### src/rtl/fp8_rand_bits.sv
// Purpose: 16-bit Galois LFSR packs one bit per cycle into FP8 bit patterns for the converter.
// Latency: first word valid 8 edges after start is sampled; one word per 9 cycles with ready high.
// Backpressure: word held stable in PRESENT until out_ready; LFSR frozen while waiting.
module fp8_rand_bits #(
  parameter logic [15:0] TAPS         = 16'hB400,
  parameter logic [15:0] DEFAULT_SEED = 16'hACE1
) (
  input  logic        clk,
  input  logic        rst_n,
  input  logic        seed_load,
  input  logic [15:0] seed,
  input  logic        start,
  input  logic [7:0]  count,
  input  logic        abort,
  input  logic        out_ready,
  output logic        out_valid,
  output logic [7:0]  bit_rep,
  output logic        busy,
  output logic        done
);

  typedef enum logic [1:0] {
    IDLE    = 2'd0,
    GEN     = 2'd1,
    PRESENT = 2'd2,
    DONE    = 2'd3
  } state_t;

  state_t      state;
  state_t      state_nxt;
  logic [15:0] lfsr;
  logic [15:0] lfsr_step;
  logic        out_bit;
  logic [7:0]  pack;
  logic [2:0]  bit_cnt;
  logic [7:0]  remaining;
  logic        cont;

  assign out_bit   = lfsr[0];
  assign lfsr_step = lfsr[0] ? ((lfsr >> 1) ^ TAPS) : (lfsr >> 1);

  // Status flags decode directly from the state so done and busy can never overlap.
  assign busy = (state == GEN) || (state == PRESENT);
  assign done = (state == DONE);

  // State register.
  always_ff @(posedge clk) begin
    if (!rst_n) begin
      state <= IDLE;
    end else begin
      state <= state_nxt;
    end
  end

  // Next-state logic; abort overrides every transition.
  always_comb begin
    state_nxt = state;
    case (state)
      IDLE:    if (start) state_nxt = GEN;
      GEN:     if (bit_cnt == 3'd7) state_nxt = PRESENT;
      PRESENT: begin
        if (out_ready) begin
          if (!cont && (remaining == 8'd1)) state_nxt = DONE;
          else                              state_nxt = GEN;
        end
      end
      DONE:    state_nxt = IDLE;
      default: state_nxt = IDLE;
    endcase
    if (abort) state_nxt = IDLE;
  end

  // Datapath: LFSR, byte packing, word register and run counters.
  always_ff @(posedge clk) begin
    if (!rst_n) begin
      lfsr      <= DEFAULT_SEED;
      pack      <= 8'h00;
      bit_cnt   <= 3'd0;
      remaining <= 8'd0;
      cont      <= 1'b0;
      bit_rep   <= 8'h00;
      out_valid <= 1'b0;
    end else if (abort) begin
      // LFSR deliberately untouched so the next run continues the sequence.
      out_valid <= 1'b0;
      bit_cnt   <= 3'd0;
    end else begin
      case (state)
        IDLE: begin
          if (seed_load) lfsr <= (seed == 16'h0000) ? DEFAULT_SEED : seed;
          if (start) begin
            remaining <= count;
            cont      <= (count == 8'd0);
            bit_cnt   <= 3'd0;
          end
        end
        GEN: begin
          lfsr    <= lfsr_step;
          pack    <= {pack[6:0], out_bit};
          bit_cnt <= bit_cnt + 3'd1;
          if (bit_cnt == 3'd7) begin
            bit_rep   <= {pack[6:0], out_bit};
            out_valid <= 1'b1;
          end
        end
        PRESENT: begin
          if (out_ready) begin
            out_valid <= 1'b0;
            if (!cont) remaining <= remaining - 8'd1;
          end
        end
        default: ;
      endcase
    end
  end

endmodule

### config.mk
export PLATFORM = sky130hd
export DESIGN_NAME = fp8_rand_bits
export DESIGN_NICKNAME = d
export VERILOG_FILES = /design/src/rtl/fp8_rand_bits.sv
export SDC_FILE = /design/constraint.sdc
export NUM_CORES = 1
export LEC_CHECK = 0
export ABC_AREA = 1
export CAP_MARGIN = 20
export CORE_UTILIZATION = 59
export CTS_BUF_LIST = sky130_fd_sc_hd__clkbuf_4 sky130_fd_sc_hd__clkbuf_8
export CTS_CLUSTER_SIZE = 12
export DETAILED_ROUTE_END_ITERATION = 8
export GPL_TIMING_DRIVEN = 0
export PLACE_DENSITY = 0.88
export SETUP_SLACK_MARGIN = 0.1
export SLEW_MARGIN = 5
export SYNTH_ARGS = -nofsm -noshare
export SYNTH_HDL_FRONTEND = slang
export SYNTH_SLANG_ARGS = --single-unit
### constraint.sdc
create_clock -name clk -period 2.2 [get_ports clk]
set_input_delay 0.66 -clock clk [delete_from_list [all_inputs] [get_ports clk]]
set_output_delay 0.66 -clock clk [all_outputs]
set_load 0.005 [all_outputs]
### Word-level counts from Yosys, hierarchy flattened

Index checks and enable logic that the tools add are counted.

| storage, ports and cells | value |
|---|---|
| output and inout port bits | 11 |
| bits of input ports | 30 |
| logic and storage cells | 59 |
| flip-flop bits (word level) | 46 |

| operators by class | value |
|---|---|
| equal/unequal tests | 10 |
| bitwise logic cells | 3 |
| mux-type cells | 18 |
| add/sub/neg operators | 2 |
| reductions and logical operators | 18 |

Operators by type and width:

| cell | number |
|---|---|
| $mux 16 | 3 |
| $pmux 16 s2 | 1 |
| $mux 8 | 3 |
| $logic_not 16->1 | 1 |
| $pmux 8 s2 | 1 |
| $reduce_and 3->1 | 5 |
| $eq 8x1->1 const B | 1 |
| $logic_not 8->1 | 1 |
| $mux 2 | 4 |
| $ne 2x2->1 const B | 4 |
| $pmux 2 s4 | 1 |
| $sub 8x1->8 const B | 1 |
| $pmux 3 s2 | 1 |
| $reduce_bool 2->1 | 3 |
| $reduce_and 5->1 | 1 |
| $eq 2x2->1 const B | 2 |
| $not 3->4 | 1 |
| $reduce_and 2->1 | 2 |
| $add 3x1->3 const B | 1 |
| $eq 3x3->1 const B | 1 |
| $mux 3 | 1 |
| $eq 2x1->1 const B | 1 |
| $logic_not 2->1 | 1 |
| $mux 1 | 2 |
| other kinds (7) | 8 |

### Longest topological paths before layout

Gate-level depths: netlist of run 1.

| depth | value |
|---|---|
| depth in word-level cells | 5 |
| gate-level depth with buffers | 12 |
| mapped depth without buffers | 10 |

### Least setup slack after synthesis of run 1

Ideal clock, no wire load.

| path | value |
|---|---|
| kind | in2reg |
| start | in out_ready |
| end | reg remaining[4] |
| buffers on the path | 1 |
| data arrival time | 1.320 ns |
| setup time | 0.135 ns |
| stages | 8 |
| slack | 0.744 ns |
| required time | 2.065 ns |
| cell sequence | inv_1 -> nand2_1 -> nand2_1 -> nor2_1 -> nand2_1 -> buf_6 -> o21ai_0 -> a21oi_1 |

| between the ends | value |
|---|---|
| word-level cells in the longest chain between the ends | 2 |

Ends and longest elaborated chain:

| what | RTL line | text |
|---|---|---|
| start, declared | 15 | `input logic out_ready,` |
| $ne 2x2->1 (no source line) | -- |  |
| $reduce_and 5->1 (no source line) | -- |  |
| end signal, assigned | 92 | `remaining <= count;` |
| end signal, assigned | 109 | `if (!cont) remaining <= remaining - 8'd1;` |
| end, declared | 36 | `logic [7:0] remaining;` |

No other way between the ends.
A chain may end at the register's enable or synchronous reset.

### Worst setup path in the final report of run 1

| path | value |
|---|---|
| start | reg state[0] |
| end | out busy |

| between the ends | value |
|---|---|
| word-level cells in the longest chain between the ends | 2 |
| elaborated cells between the ends (all ways) | 3 |
| classes of those cells | 2 x eq/ne; 1 x reduce/logical |

Ends and longest elaborated chain:

| what | RTL line | text |
|---|---|---|
| start, declared | 29 | `state_t state;` |
| start signal, assigned | 51 | `state <= state_nxt;` |
| $eq 2x1->1 or $eq 2x2->1 (tied branches) | 43 | `assign busy = (state == GEN) \|\| (state == PRESENT);` |
| $logic_or 1x1->1 (*) | 43 |  |
| end, declared | 18 | `output logic busy,` |

Every way passes the cells marked *; elsewhere a longest branch is shown, timed or not.

==> results of run 1 <==
## routing by layer
metal / up-vias / share of wire / wire [um]
li1: 1252 / - / -
met1: 1113 / 0.44 / 2510
met2: 82 / 0.47 / 2700
met3: 15 / 0.066 / 378
met4: 0 / 0.021 / 121
met5: - / 0 / 0
## cells in the mapped netlist, types with 3 or more instances
| library cell | number |
|---|---|
| buf_6 | 5 |
| inv_1 | 23 |
| nor2_1 | 57 |
| ha_1 | 8 |
| nand2_1 | 80 |
| o21ai_0 | 23 |
| a21oi_2 | 5 |
| nor2_2 | 5 |
| nand3_1 | 20 |
| clkbuf_1 | 3 |
| nor3_1 | 4 |
| buf_1 | 4 |
| a21oi_1 | 49 |
| dfxtp_1 | 46 |
## tightest hold or removal path, delay by kind of cell, from the launching register on
kind	cells	cell delay, ns
flip-flops	1	0.32
AO/OA/AOI/OAI	1	0.05
AND/OR/NAND/NOR	1	0.06
## worst paths after layout
kind                  from  endpoint  slack [ns]
setup / recovery  state[0]      busy        0.30
hold / removal     pack[6]   pack[6]        0.47
setup reg to reg  state[1]  state[1]        0.47
hold reg to reg    pack[6]   pack[6]        0.47
## power groups by stage
stage | Sequential, W | Combinational (W) | Clock, W
2_1_floorplan | 0.000919 | 0.000239 | 0
3_3_place_gp | 0.000925 | 0.000343 | 0
3_5_place_dp | 0.000927 | 0.000348 | 0
4_1_cts | 0.000908 | 0.000355 | 0.000552
5_1_grt | 0.000915 | 0.000400 | 0.000589
6_report | 0.000909 | 0.000360 | 0.000550
## metrics by stage
stage | setup WS [ns] | area (um2) | utilization
global placement | 0.182 | 2870 | 0.756
floorplan | 0.744 | 2420 | -
CTS | 0.126 | 2980 | 0.785
global route | 0.246 | 2990 | 0.786
finish | 0.298 | 2990 | 0.786
detailed placement | 0.130 | 2870 | 0.756
## state kept, by name, indices dropped and copies added (netlist names)
signal and count:
bit_cnt 3, bit_rep 8, cont 1, lfsr 16, out_valid 1, pack 7
remaining 8, state 2
## timing repair
item                                   4_1_cts  5_1_grt
buffers inserted                             2        0
setup endpoints to repair                    1        1
gates resized for setup                      3        1
endpoints found under the hold margin        0        0
## logic make-up (layout without fill, tap and decap cells)
logic type                 count (synthesis)  in the layout  share of synthesized area
and+or+nand+nor                          174            174                      0.301
buffers and inverters                     42             91                     0.0847
AOI/OAI and AO/OA                         82             82                      0.182
xor gates and xnor gates                   3              3                     0.0108
adders and majority gates                  8              8                     0.0413
DFF                                       46             46                      0.380
## cell type report
type	count	area (um2)	area share
buffer	16	105	0.0352
clock buffer	5	68.8	0.0231
clock inverter	3	25.0	0.00838
inverter	26	100	0.0335
multi-input combinational	267	1300	0.434
sequential	46	923	0.309
tap	48	60.1	0.0201
timing repair buffer	41	407	0.136
==> flow_summary.ini, run 1 <==
[outcome]
status = finished, final reports clean

[clocking]
clk_latency_ns = 0.31
cts_sinks = 46
cts_buffers = 5
hold_buffers = 0
cts_buffer_depth = 2
clkTransAtPathRegs_ns = 0.10
htreeDepth = 2
cts_tree = yes
cts_root_buffer = clkbuf_8

[global_routing]
grt_pass1_wl_mm = 9.38
grt_usage = 0.283
grt_remaining_overflow = 0
grtUsageMet1 = 0.332
use_met3 = 0.0586
use_met2 = 0.494
grt_max_degree = 17
antenna_found_initial = 0
grt_pass1_vias = 2231
grt.busiest_layer = met2

[detailed_routing]
final_antenna_net_count = 0
avgViaCountPerCell = 5.45
vias = 2462
routed_wl_mm = 5.71
drc = 0
wl_per_cell_um = 12.6
firstDrtPassIters = 4
drt-initial-drc-count = 195

[timing]
slew_headroom = 0.672
finalHoldViolations = 0
fmax_mhz = 526
whs_ns = 0.468
period_minus_slack_ns = 1.90
rsz0062_at_grt = no
slew_viol_final = 0
finalCritPeriodShare = 0.865
fin_skew_ns = 0.00817
fin_setup_tns_ns = 0
setup_viol = 0
tightest_slew_ns = 0.492

[logic_synthesis]
synth_ff_type = dfxtp_1
synth_fp_nets = 393
synth_warnings = 0
synth.top_cell.area_share = 0.380
syn_area_mm2 = 0.00242
yosysSeqAreaShare = 0.380
synth.distinct_cells = 32
synth.avg_cell_area_um2 = 6.82
async_flop_share = 0
synth_cells = 355
synth_edf_count = 0
ys_seq_elements = 46
synth_area_leader_cell = dfxtp_1
synthTopCellsByArea = dfxtp_1, nand2_1, a21oi_1

[floorplan]
rows = 22
dieArea_mm2 = 0.00437
start_util = 0.638
pin_count = 41
core_area_mm2 = 0.00380
die_h_um = 66.1
die_w_um = 66.1

[setup_path]
critPathTopFamily = flip-flops
r2r_cells = 9
arrival_ns = 1.24
endpoint_kind = primary output
path_cells = inv_1, ha_1, dlygate4sd2_1
start_kind = flip-flop
cp.required_ns = 1.54
crit_buf_inv = 2
cp_max_fo = 4
cp.depth = 3
max_stage_delay_ns = 0.33
critPathSlowestCell = dfxtp_2
critical_path_class = reg -> out

[pwr]
internal_power_w = 0.00126
p_per_area_mw_per_mm2 = 609
peakVddDrop_uv = 514
power_switching_w = 0.000557
finalPower_w = 0.00182
p_seq_frac = 0.500
p_leak_nw = 1.28
pwr-share-clk = 0.302
combPwrFrac = 0.198
switching_share = 0.306

[finish]
final_cell_mix = nand2_1, nor2_1, a21oi_1
drive_gt1_frac = 0.0990
antenna_cells = 0
layout.cells.non_filler = 452
final_nets = 441
fillers = 300
layout_commonest_cell = nand2_1
syn2layout_area_growth_pct = 23.2

[placed_design]
port_buffers = 39
dpl.cell_count = 442
hpwl_mm = 3.99
place_congestion = 0.886

[worst_hold_path]
holdPathStages = 2
hold_path_class = reg -> reg

[run]
drv_cap = 0
(Power assumes the default switching activity.)
==> run 2, diff against run 1 <==
--- a/config.mk
+++ b/config.mk
@@ -7,12 +7,12 @@
 export LEC_CHECK = 0
 export ABC_AREA = 1
 export CAP_MARGIN = 20
-export CORE_UTILIZATION = 59
+export CORE_MARGIN = 1
+export CORE_UTILIZATION = 46
 export CTS_BUF_LIST = sky130_fd_sc_hd__clkbuf_4 sky130_fd_sc_hd__clkbuf_8
-export CTS_CLUSTER_SIZE = 12
 export DETAILED_ROUTE_END_ITERATION = 8
 export GPL_TIMING_DRIVEN = 0
-export PLACE_DENSITY = 0.88
+export PLACE_DENSITY = 0.72
 export SETUP_SLACK_MARGIN = 0.1
 export SLEW_MARGIN = 5
 export SYNTH_ARGS = -nofsm -noshare
==> flow_summary.ini, run 2 (synthesis results as in run 1) <==
[timing]
finalCritPeriodShare = 0.921
finalHoldViolations = 0
slew_headroom = 0.676
fmax_mhz = 493
tightest_slew_ns = 0.486
fin_skew_ns = 0.00804
slew_viol_final = 0
setup_viol = 0
period_minus_slack_ns = 2.03
fin_setup_tns_ns = 0
rsz0062_at_grt = no

[detailed_routing]
avgViaCountPerCell = 4.94
drc = 0
drt-initial-drc-count = 141
firstDrtPassIters = 4
vias = 2340
final_antenna_net_count = 0
routed_wl_mm = 5.41
wl_per_cell_um = 11.4

[placed_design]
dpl.cell_count = 464
place_congestion = 0.838
hpwl_mm = 3.97
port_buffers = 39

[finish]
final_nets = 441
layout.cells.non_filler = 474
fillers = 491
fin_util = 0.602
drive_gt1_frac = 0.0990
largest_reg_flops = 16
final_cell_mix = nand2_1, nor2_1, a21oi_1
syn2layout_area_growth_pct = 26.1
top_register = lfsr
top_regs = lfsr x16, bit_rep x8, remaining x8
layout_commonest_cell = nand2_1
antenna_cells = 0

[worst_hold_path]
min_from = bit_rep[3]
hold_path_class = reg -> reg
holdPathEnd = bit_rep[3]
holdPathStages = 2

[global_routing]
grt_usage = 0.220
grt_remaining_overflow = 0
antenna_found_initial = 0
grt_pass1_vias = 2132
grt_pass1_wl_mm = 9.43
grt_max_degree = 16

[run]
drv_cap = 0

[floorplan]
dieArea_mm2 = 0.00556
die_w_um = 74.6
core_area_mm2 = 0.00507
rows = 26
pin_count = 41
start_util = 0.477
die_h_um = 74.6

[clocking]
cts_sinks = 46
clkTransAtPathRegs_ns = 0.09
cts_buffer_depth = 2
cts_buffers = 5
clk_latency_ns = 0.31
cts_root_buffer = clkbuf_8
cts_tree = yes
hold_buffers = 0
htreeDepth = 2

[pwr]
p_per_area_mw_per_mm2 = 661
p_leak_nw = 1.28
peakVddDrop_uv = 398

[setup_path]
r2r-end = bit_rep[4]
r2r-start = bit_cnt[0]
cp.required_ns = 1.54
r2r_cells = 6
critical_path_class = reg -> out
cp_max_fo = 2
endpoint_kind = primary output
arrival_ns = 1.37
start_kind = flip-flop
rrSetupSlack_ns = 0.57

[outcome]
status = finished, final reports clean
==> run 2: what timing repair did <==
action / in CTS / in global routing
endpoints found under the setup margin: 1 / 0
hold endpoints to repair: 0 / 0
setup buffers: 2 / 0
resized for setup: 3 / 0
==> run 2: layout make-up <==
cell class,instances,area [um2],share of cell area
Buffer,16,105,0.0344
Clock buffer,5,68.8,0.0225
Clock inverter,3,68.8,0.0225
Inverter,26,100,0.0328
Multi-Input combinational cell,267,1300,0.424
Sequential cell,46,923,0.302
Tap cell,70,87.6,0.0287
Timing Repair Buffer,41,404,0.132
==> run 2: layer usage <==
metal / part of all wire / routed length (um) / global-route usage
met5: 0 / 0 / 0
met3: 0.038 / 207 / 0.0461
met4: 0.0070 / 38 / 0.0692
met1: 0.51 / 2740 / 0.299
met2: 0.45 / 2420 / 0.348
==> run 2: report_power, final <==
group          leakage [nW]  total [W]  switching (W)  internal (W)
logic                 0.840   0.000353       0.000200      0.000153
clock network        0.0683   0.000757       0.000302      0.000455
registers             0.377   0.000909      0.0000305      0.000878
==> run 2: through the flow <==
stage | cell area, um2 | setup slack (ns) | hold slack (ns) | total power [W]
CTS | 3050 | 0.159 | 0.466 | 0.00203
floorplan | 2420 | 0.744 | 0.441 | 0.00116
global placement | 2900 | 0.162 | 0.447 | 0.00127
detailed placement | 2900 | 0.125 | 0.453 | 0.00128
finish | 3050 | 0.173 | 0.463 | 0.00202
global route | 3050 | 0.127 | 0.477 | 0.00212
==> run 2: critical path, cell delays in order (launching register included) <==
cell             delay (ns)
dfxtp_2                0.33
buf_4                  0.13
ha_1                   0.18
clkdlybuf4s50_1        0.43
==> run 2: how the worst max path moves through the flow <==
stage | start | endpoint | cells past startpoint
finish | state[0] | done | 3
global route | state[0] | done | 3
CTS | state[0] | done | 3
detailed placement | out_ready | remaining[4] | 9
global placement | start | remaining[7] | 8
floorplan | out_ready | remaining[4] | 8
==> run 3, diff against run 2 <==
--- a/config.mk
+++ b/config.mk
@@ -14,7 +14,7 @@
 export GPL_TIMING_DRIVEN = 0
 export PLACE_DENSITY = 0.72
 export SETUP_SLACK_MARGIN = 0.1
-export SLEW_MARGIN = 5
+export SLEW_MARGIN = 40
 export SYNTH_ARGS = -nofsm -noshare
 export SYNTH_HDL_FRONTEND = slang
 export SYNTH_SLANG_ARGS = --single-unit
==> constraint.sdc (replaced) <==
create_clock -name clk -period 2.45 [get_ports clk]
set_input_delay 0.735 -clock clk [delete_from_list [all_inputs] [get_ports clk]]
set_output_delay 0.735 -clock clk [all_outputs]
set_load 0.005 [all_outputs]
==> flow_summary.ini, run 3 (synthesis results as in run 1) <==
[outcome]
status = finished, final reports clean

[finish]
layout_commonest_cell = nand2_1
final_cell_mix = nand2_1, nor2_1, a21oi_1
top_register = lfsr
final_area_mm2 = 0.00304
top_regs = lfsr x16, bit_rep x8, remaining x8
fillers = 492
largest_reg_flops = 16
antenna_cells = 0
final_nets = 439
multiInputGateArea_mm2 = 0.00130
register_area_um2 = 922
drive_gt1_frac = 0.0920
syn2layout_area_growth_pct = 25.5

[setup_path]
cp.required_ns = 1.71
r2r-end = bit_rep[4]
crit_path_start = state[1]
r2r-start = bit_cnt[0]
critical_path_class = reg -> out
cp_max_fo = 4
arrival_ns = 1.51
start_kind = flip-flop
rrSetupSlack_ns = 0.80
endpoint_kind = primary output
r2r_cells = 6

[worst_hold_path]
holdPathStages = 2
hold_path_class = reg -> reg
holdPathEnd = bit_rep[3]
min_from = bit_rep[3]

[timing]
finalHoldViolations = 0
setup_viol = 0
fin_skew_ns = 0.00807
slew_headroom = 0.676
slew_viol_final = 0
period_minus_slack_ns = 2.25
fin_setup_tns_ns = 0
rsz0062_at_grt = no
fmax_mhz = 445
tightest_slew_ns = 0.486
finalCritPeriodShare = 0.917

[clocking]
cts_sinks = 46
cts_buffers = 5
cts_tree = yes
htreeDepth = 2
clkTransAtPathRegs_ns = 0.09
cts_buffer_depth = 2
clk_latency_ns = 0.31
hold_buffers = 0
cts_root_buffer = clkbuf_8
post_cts_buffers = 0

[global_routing]
grt_max_degree = 16
grt_remaining_overflow = 0
grt_pass1_vias = 2125
grt_usage = 0.219
antenna_found_initial = 0
grt_pass1_wl_mm = 9.40

[detailed_routing]
drc = 0
vias = 2342
final_antenna_net_count = 0
wl_per_cell_um = 11.4
routed_wl_mm = 5.38
firstDrtPassIters = 4
drt-initial-drc-count = 117
avgViaCountPerCell = 4.96

[floorplan]
rows = 26
core_area_mm2 = 0.00507
pin_count = 41
die_w_um = 74.6
dieArea_mm2 = 0.00556
die_h_um = 74.6
start_util = 0.477

[pwr]
peakVddDrop_uv = 388
p_leak_nw = 1.27
p_per_area_mw_per_mm2 = 596

[placed_design]
port_buffers = 39
hpwl_mm = 3.97
place_congestion = 0.838
placed_area_mm2 = 0.00290

[run]
drv_cap = 0
run 3: timing repair:
item,CTS,global route
resized for setup,0,1
setup endpoints to repair,0,1
endpoints found under the hold margin,0,0
run 3: report_power, final:
part | total [W] | internal (W) | switching [W]
Combinational | 0.000315 | 0.000137 | 0.000178
Clock | 0.000679 | 0.000409 | 0.000271
Sequential | 0.000817 | 0.000789 | 0.0000282
Total | 0.00181 | 0.00133 | 0.000477
run 3: per-stage QoR:
stage	setup WS, ns	util	std cells	total power, W	hold slack (ns)
3_3_place_gp	0.337	0.571	464	0.00114	0.447
5_1_grt	0.138	0.599	472	0.00191	0.477
3_5_place_dp	0.300	0.571	464	0.00115	0.453
4_1_cts	0.160	0.599	472	0.00182	0.466
2_1_floorplan	0.919	-	355	0.00104	0.441
6_report	0.203	0.599	472	0.00181	0.463
run 3: worst max path at each step:
stage / depth (start not counted) / endpoint / slack [ns]
finish: 3 / busy / 0.20
global route: 3 / busy / 0.14
CTS: 3 / busy / 0.16
detailed placement: 9 / remaining[4] / 0.30
global placement: 8 / remaining[7] / 0.34
floorplan: 8 / remaining[4] / 0.92
run 3: final cells by class:
type                    instances  area share
multi-input cells             267       0.427
clock inverters                 3      0.0226
well taps                      70      0.0288
plain buffers                  16      0.0346
clock buffers                   5      0.0226
inverters                      26      0.0329
repair buffers                 39       0.128
flip-flops and latches         46       0.303
run 3: metal layers:
metal  vias up  part of all wire  global-route usage
li1       1245                 -                   -
met1      1038              0.52               0.298
met2        55              0.44               0.346
met3         4             0.038              0.0461
met4         0            0.0071              0.0692
met5         -                 0                   0
run 3: critical path: stages, from the launching register on:
cell             delay, ns
dfxtp_1               0.36
inv_1                 0.09
ha_1                  0.28
clkdlybuf4s50_1       0.49
